`config.mk`:
```
export PLATFORM = sky130hd
export DESIGN_NAME = csa_seq_adder
export DESIGN_NICKNAME = d
export VERILOG_FILES = /design/src/rtl/csa_seq_adder.sv
export SDC_FILE = /design/constraint.sdc
export NUM_CORES = 1
export LEC_CHECK = 0
export CELL_PAD_IN_SITES_DETAIL_PLACEMENT = 0
export CELL_PAD_IN_SITES_GLOBAL_PLACEMENT = 1
export CORE_MARGIN = 2
export CORE_UTILIZATION = 41
export DETAILED_ROUTE_END_ITERATION = 8
export PLACE_DENSITY = 0.79
export SYNTH_ARGS = -nofsm -noshare
export SYNTH_HDL_FRONTEND = slang
export SYNTH_SLANG_ARGS = --single-unit
```
`constraint.sdc`:
```
create_clock -name clk -period 2.88 [get_ports clk]
set_input_delay 0.576 -clock clk [delete_from_list [all_inputs] [get_ports clk]]
set_output_delay 0.576 -clock clk [all_outputs]
set_load 0.1 [all_outputs]
```
`src/rtl/csa_seq_adder.sv`:
```
// Sequential wide adder: one 4-bit carry-select slice reused over WIDTH/4 nibbles, LSB nibble first.
// Define CSA_SEQ_OVF_EN to add a registered two's-complement overflow output (ovf).
module csa_seq_adder #(
    parameter int WIDTH = 16
) (
    input  logic             clk,
    input  logic             rst_n,
    input  logic             in_valid,
    output logic             in_ready,
    input  logic [WIDTH-1:0] a,
    input  logic [WIDTH-1:0] b,
    input  logic             cin,
    output logic             out_valid,
    input  logic             out_ready,
    output logic [WIDTH-1:0] sum,
    output logic             cout,
    output logic             busy
`ifdef CSA_SEQ_OVF_EN
    ,
    output logic             ovf
`endif
);

    localparam int NSLICE = WIDTH / 4;
    localparam int CNT_W  = (NSLICE > 1) ? $clog2(NSLICE) : 1;
    localparam logic [CNT_W-1:0] LAST_SLICE = CNT_W'(NSLICE - 1);

    typedef enum logic [1:0] {
        IDLE,
        RUN,
        DONE
    } state_t;

    function automatic logic [1:0] full_add(input logic x, input logic y, input logic ci);
        return {(x & y) | (ci & (x ^ y)), x ^ y ^ ci};
    endfunction

    function automatic logic [4:0] ripple4(input logic [3:0] x, input logic [3:0] y, input logic ci);
        logic [4:0] r;
        logic [1:0] fa;
        logic       c;
        r = '0;
        c = ci;
        for (int i = 0; i < 4; i++) begin
            fa   = full_add(x[i], y[i], c);
            r[i] = fa[0];
            c    = fa[1];
        end
        r[4] = c;
        return r;
    endfunction

    state_t           state_q, state_d;
    logic [WIDTH-1:0] a_q, a_d;
    logic [WIDTH-1:0] b_q, b_d;
    logic [WIDTH-1:0] sum_q, sum_d;
    logic             carry_q, carry_d;
    logic             cout_q, cout_d;
    logic             out_valid_q, out_valid_d;
    logic [CNT_W-1:0] cnt_q, cnt_d;
`ifdef CSA_SEQ_OVF_EN
    logic             a_msb_q, a_msb_d;
    logic             b_msb_q, b_msb_d;
    logic             ovf_q, ovf_d;
`endif

    logic [4:0] slice_c0;
    logic [4:0] slice_c1;
    logic [4:0] slice_res;

    // Carry-select slice: both carry hypotheses computed, registered carry picks one.
    assign slice_c0  = ripple4(a_q[3:0], b_q[3:0], 1'b0);
    assign slice_c1  = ripple4(a_q[3:0], b_q[3:0], 1'b1);
    assign slice_res = carry_q ? slice_c1 : slice_c0;

    always_comb begin
        state_d     = state_q;
        a_d         = a_q;
        b_d         = b_q;
        sum_d       = sum_q;
        carry_d     = carry_q;
        cout_d      = cout_q;
        out_valid_d = out_valid_q;
        cnt_d       = cnt_q;
`ifdef CSA_SEQ_OVF_EN
        a_msb_d     = a_msb_q;
        b_msb_d     = b_msb_q;
        ovf_d       = ovf_q;
`endif
        case (state_q)
            IDLE: begin
                if (in_valid) begin
                    a_d     = a;
                    b_d     = b;
                    carry_d = cin;
                    cnt_d   = '0;
                    state_d = RUN;
`ifdef CSA_SEQ_OVF_EN
                    a_msb_d = a[WIDTH-1];
                    b_msb_d = b[WIDTH-1];
`endif
                end
            end
            RUN: begin
                // Nibble enters at the top so the LSB nibble ends up at bit 0 after NSLICE shifts.
                sum_d   = (sum_q >> 4) | (WIDTH'(slice_res[3:0]) << (WIDTH - 4));
                carry_d = slice_res[4];
                a_d     = a_q >> 4;
                b_d     = b_q >> 4;
                cnt_d   = cnt_q + 1'b1;
                if (cnt_q == LAST_SLICE) begin
                    state_d     = DONE;
                    out_valid_d = 1'b1;
                    cout_d      = slice_res[4];
                    cnt_d       = '0;
`ifdef CSA_SEQ_OVF_EN
                    ovf_d       = (a_msb_q == b_msb_q) && (slice_res[3] != a_msb_q);
`endif
                end
            end
            DONE: begin
                if (out_ready) begin
                    state_d     = IDLE;
                    out_valid_d = 1'b0;
                end
            end
            default: state_d = IDLE;
        endcase
    end

    always_ff @(posedge clk or negedge rst_n) begin
        if (!rst_n) begin
            state_q     <= IDLE;
            a_q         <= '0;
            b_q         <= '0;
            sum_q       <= '0;
            carry_q     <= 1'b0;
            cout_q      <= 1'b0;
            out_valid_q <= 1'b0;
            cnt_q       <= '0;
`ifdef CSA_SEQ_OVF_EN
            a_msb_q     <= 1'b0;
            b_msb_q     <= 1'b0;
            ovf_q       <= 1'b0;
`endif
        end else begin
            state_q     <= state_d;
            a_q         <= a_d;
            b_q         <= b_d;
            sum_q       <= sum_d;
            carry_q     <= carry_d;
            cout_q      <= cout_d;
            out_valid_q <= out_valid_d;
            cnt_q       <= cnt_d;
`ifdef CSA_SEQ_OVF_EN
            a_msb_q     <= a_msb_d;
            b_msb_q     <= b_msb_d;
            ovf_q       <= ovf_d;
`endif
        end
    end

    assign in_ready  = (state_q == IDLE);
    assign busy      = (state_q != IDLE);
    assign out_valid = out_valid_q;
    assign sum       = sum_q;
    assign cout      = cout_q;
`ifdef CSA_SEQ_OVF_EN
    assign ovf       = ovf_q;
`endif

endmodule

```
### Word level (Yosys, flattened, before mapping)

Index checks and enable logic that the tools add are counted.

| operators by class | value |
|---|---|
| add/subtract/negate cells | 1 |
| reductions and logical operators | 8 |
| equal/unequal tests | 6 |
| muxes and demuxes | 17 |
| bitwise logic cells | 29 |

Operators by type and width:

| kind | number |
|---|---|
| $pmux 16 s2 | 2 |
| $mux 16 | 2 |
| $or 12x16->16 | 1 |
| $and 1x1->1 | 10 |
| $mux 2 | 5 |
| $xor 1x1->1 | 10 |
| $or 1x1->1 | 7 |
| $ne 2x2->1 const B | 3 |
| $pmux 2 s3 | 1 |
| $reduce_and 3->1 | 2 |
| $reduce_bool 2->1 | 3 |
| $mux 5 | 1 |
| $eq 2x2->1 const B | 2 |
| $pmux 1 s2 | 2 |
| $pmux 2 s2 | 1 |
| $reduce_and 2->1 | 2 |
| $mux 1 | 3 |
| $add 2x1->2 const B | 1 |
| $eq 2x1->1 const B | 1 |
| $logic_not 2->1 | 1 |
| $not 1->1 | 1 |

| word-level totals | value |
|---|---|
| register bits after elaboration | 55 |
| output and inout bits | 20 |
| logic and storage cells | 69 |

### Depth between registers and ports, before layout

| logic depth | value |
|---|---|
| depth after elaboration | 10 |
| mapped depth | 10 |
| mapped depth without buffers | 10 |

### Worst setup path after synthesis

OpenSTA, ideal clock, no wires.

| timing path | value |
|---|---|
| kind | flip-flop to output port |
| start | register state_q[0] |
| end | output busy |
| path buffers | 1 |
| cell stages (with the launch flop) | 4 |
| path slack | -595 ps |
| arrival time | 2899 ps |
| cell sequence | dfrtp_1 -> buf_4 -> nor2_1 -> inv_1 |

| between the ends | value |
|---|---|
| cells in the longest elaborated chain, start to end | 1 |

RTL lines:

| what | line | text |
|---|---|---|
| start, declared | 53 | `state_t state_q, state_d;` |
| start signal, assigned | 147 | `state_q <= state_d;` |
| $reduce_bool 2->1 | 164 | `assign busy = (state_q != IDLE);` |
| end, declared | 17 | `output logic busy` |

Every way passes these cells.

### Worst setup path after layout

| timing path | value |
|---|---|
| start | register a_q[0] |
| end | register carry_q |

| between the ends | value |
|---|---|
| cells in the longest elaborated chain, start to end | 10 |

RTL lines:

| what | line | text |
|---|---|---|
| start, declared | 54 | `logic [WIDTH-1:0] a_q, a_d;` |
| start signal, assigned | 134 | `a_q <= '0;` |
| start signal, assigned | 148 | `a_q <= a_d;` |
| $and 1x1->1 or $xor 1x1->1 (tied branches) | 35 | `return {(x & y) \| (ci & (x ^ y)), x ^ y ^ ci};` |
| $or 1x1->1 | 35 |  |
| $and 1x1->1 | 35 |  |
| $or 1x1->1 | 35 |  |
| $and 1x1->1 | 35 |  |
| $or 1x1->1 | 35 |  |
| $and 1x1->1 | 35 |  |
| $or 1x1->1 | 35 |  |
| $mux 5 * | 74 | `assign slice_res = carry_q ? slice_c1 : slice_c0;` |
| $pmux 1 s2 * | 90 | `case (state_q)` |
| end signal, assigned | 151 | `carry_q <= carry_d;` |
| end, declared | 57 | `logic carry_q, carry_d;` |

Mark *: on every way between the ends. The rest lies on a longest branch, timed or not.
A chain may end at the register's enable or synchronous reset.

==> flow_metrics.env <==
export IMPL_die_h_um=87.0
export IMPL_preCtsSetupSlack_ps=601
export IMPL_cts_resized_gates=0
export IMPL_min_period_over_period_pct=79.0
export IMPL_grt_antenna_before_repair=0
export IMPL_start_kind="flip-flop"
export IMPL_clock_sinks=55
export IMPL_placed_cell_area_um2=3380
export IMPL_fin_ws_ps=604
export IMPL_fmax_ghz=0.439
export IMPL_fin_nets=330
export IMPL_cp_num_buf_inv=3
export IMPL_synth_edf_count=0
export IMPL_cp_cell_sequence="inv_1 > ha_1 > nand2_1 > o21ai_0 > fa_1 > inv_1 > fa_1 > inv_1 > fa_1 > a222oi_1"
export IMPL_grt_pass1_wl_um=9470
export IMPL_ant_nets=0
export IMPL_cts_tree="built"
export IMPL_groute_usage_overall_pct=15.9
export IMPL_grt_pass1_vias=1886
export IMPL_avgSynthCellArea_um2=11.9
export IMPL_finalSetupViolCount=0
export IMPL_fp_row_count=30
export IMPL_remaining_drc_errors=0
export IMPL_io_pins=57
export IMPL_required_ps=3090
export IMPL_async_flop_share_pct=100
export IMPL_holdWs_ps=240
export IMPL_core_um2=6720
export IMPL_cts_root_buf="clkbuf_8"
export IMPL_syn_area_um2=2830
export IMPL_clk_path_buf_depth=2
export IMPL_drive_gt1_share_pct=24.7
export IMPL_worstPathArrival_ps=2490
export IMPL_yosysTopAreaCellShare_pct=48.7
export IMPL_yosysWarnings=0
export IMPL_cap_violations=0
export IMPL_dp_hpwl_um=3960
export IMPL_cpPeakStageDelay_ps=400
export IMPL_status="completed"
export IMPL_path_clk_slew_ps=100
export IMPL_grt_overflow=0
export IMPL_die_area_um2=7580
export IMPL_worst_setup_path_end_kind="flip-flop"
export IMPL_cts_buffers=5
export IMPL_synthCells=237
export IMPL_initial_core_util_pct=42.1
export IMPL_slew_violations=0
export IMPL_critPathMaxFanout=2
export IMPL_drtPass1Iterations=4
export IMPL_stdcell_area_um2=3490
export IMPL_worstMarginPinSlew_ps=566
export IMPL_synthToLayoutAreaGrowth_pct=23.5
export IMPL_wirelength_um=5660
export IMPL_yosysMostFrequentCell="dfrtp_1"
export IMPL_routed_via_density=5.34
export IMPL_vias=1964
export IMPL_drt_iter0_markers=90
export IMPL_h_tree_depth=2
export IMPL_ys_flop_type="dfrtp_1"
export IMPL_skew_ps=8.63
export IMPL_yosysUniqueCellTypes=31
export IMPL_synth_common_cells="55 x dfrtp_1, 34 x inv_1, 21 x nor3b_1"
export IMPL_gp_congestion=0.771
export IMPL_path_class="flip-flop to flip-flop"
export IMPL_ys_top_cells_by_area="dfrtp_1 49%, mux2_2 5.6%, nor3b_1 5.6%, inv_1 4.5%, nor4b_2 4.2%"
export IMPL_die_x_um=87.0
export IMPL_hold_violations=0
export IMPL_setup_tns_ps=0
export IMPL_rsz0062_at_grt="no"
export IMPL_yosysTopAreaCell="dfrtp_1"
export IMPL_nFillCells=616
export IMPL_hold_class="primary input to async pin"
export IMPL_wl_per_cell_um=15.4
export IMPL_slew_headroom_pct=62.1
export IMPL_period_needed_ps=2280
export IMPL_synth_seq_cells=55
export IMPL_hold_buffers=0
export IMPL_syn_nets=280
export IMPL_cp_top_family="adder cells"
export IMPL_postCtsSetupBuffers=0
export IMPL_insertion_delay_ps=310
export IMPL_critPathSlowestCell="fa_1"
export IMPL_yosysSeqAreaShare_pct=48.7
export IMPL_antennaDiodeCount=0
export IMPL_grt_max_degree=30
export IMPL_portBuffers=56
[cells in the final DEF, fill, tap and decap left out, types with 3 or more instances in the layout]
cell             instances
clkbuf_8                 5
a22o_1                   7
inv_1                   34
dfrtp_1                 54
nor4b_2                  8
nand2_1                  4
a211oi_1                13
o221ai_1                 3
nand2b_1                 4
fa_1                     3
clkdlybuf4s50_1         35
a211oi_2                 8
a222oi_1                 4
nor3b_1                 21
nor4b_1                 13
mux2i_1                  3
nor2b_1                  4
mux2_2                  14
buf_4                   25
nand3b_1                 4
ha_1                     3
[flip-flops by register name, summed over array words and instances, names as in the netlist]
name       cells
out_valid      1
sum           16
b_q           16
a_q           16
carry_q        1
cout           1
state_q        2
cnt_q          2
[metrics by stage]
stage | std cells | util, %
2_1_floorplan | 237 | -
3_3_place_gp | 360 | 50.3
3_5_place_dp | 360 | 50.3
4_1_cts | 368 | 52.0
5_1_grt | 368 | 52.0
6_report | 368 | 52.0
[final timing paths]
check | startpoint | to | slack [ps] | depth (start not counted)
worst max-delay path | a_q[0] | carry_q | 600 | 10
worst min-delay path | rst_n | sum[4] | 240 | 1
worst max register to register | a_q[0] | carry_q | 600 | 10
worst min register to register | b_q[15] | b_q[15] | 510 | 2
max in group asynchronous | rst_n | state_q[1] | 1910 | 2
min in group clk | b_q[15] | b_q[15] | 510 | 2
[routing by layer]
metal	routed length [um]	global-route usage (%)	up-vias
met5	0	0	-
met4	46	3.41	0
met3	248	2.94	7
met2	2540	24.6	51
met1	2820	23.2	963
li1	-	-	943
[layout make-up]
| type | instances | area, um2 | area share (%) |
|---|---|---|---|
| Timing Repair Buffer | 63 | 583 | 16.7 |
| Tap cell | 80 | 100 | 2.87 |
| Clock buffer | 5 | 68.8 | 1.97 |
| Sequential cell | 55 | 1380 | 39.4 |
| Multi-Input combinational cell | 128 | 1190 | 34.1 |
| Inverter | 34 | 128 | 3.65 |
| Clock inverter | 3 | 43.8 | 1.25 |
[logic make-up after synthesis]
logic type	share of synthesized area, %
compound gates	13.2
xor+xnor	0.310
fa+ha+maj	3.45
simple gates	18.5
flops	48.7
buf+inv	9.25
mux	6.64
[worst reg2reg max path, stage by stage (launching register included)]
cell and delay, ps:
dfrtp_1 360, inv_1 70, ha_1 200, nand2_1 60, o21ai_0 100, fa_1 380, inv_1 70, fa_1 170
inv_1 50, fa_1 400, a222oi_1 310
Power is not shown: default switching activity piles up to over one toggle a cycle in this logic, so the estimate is an artifact.
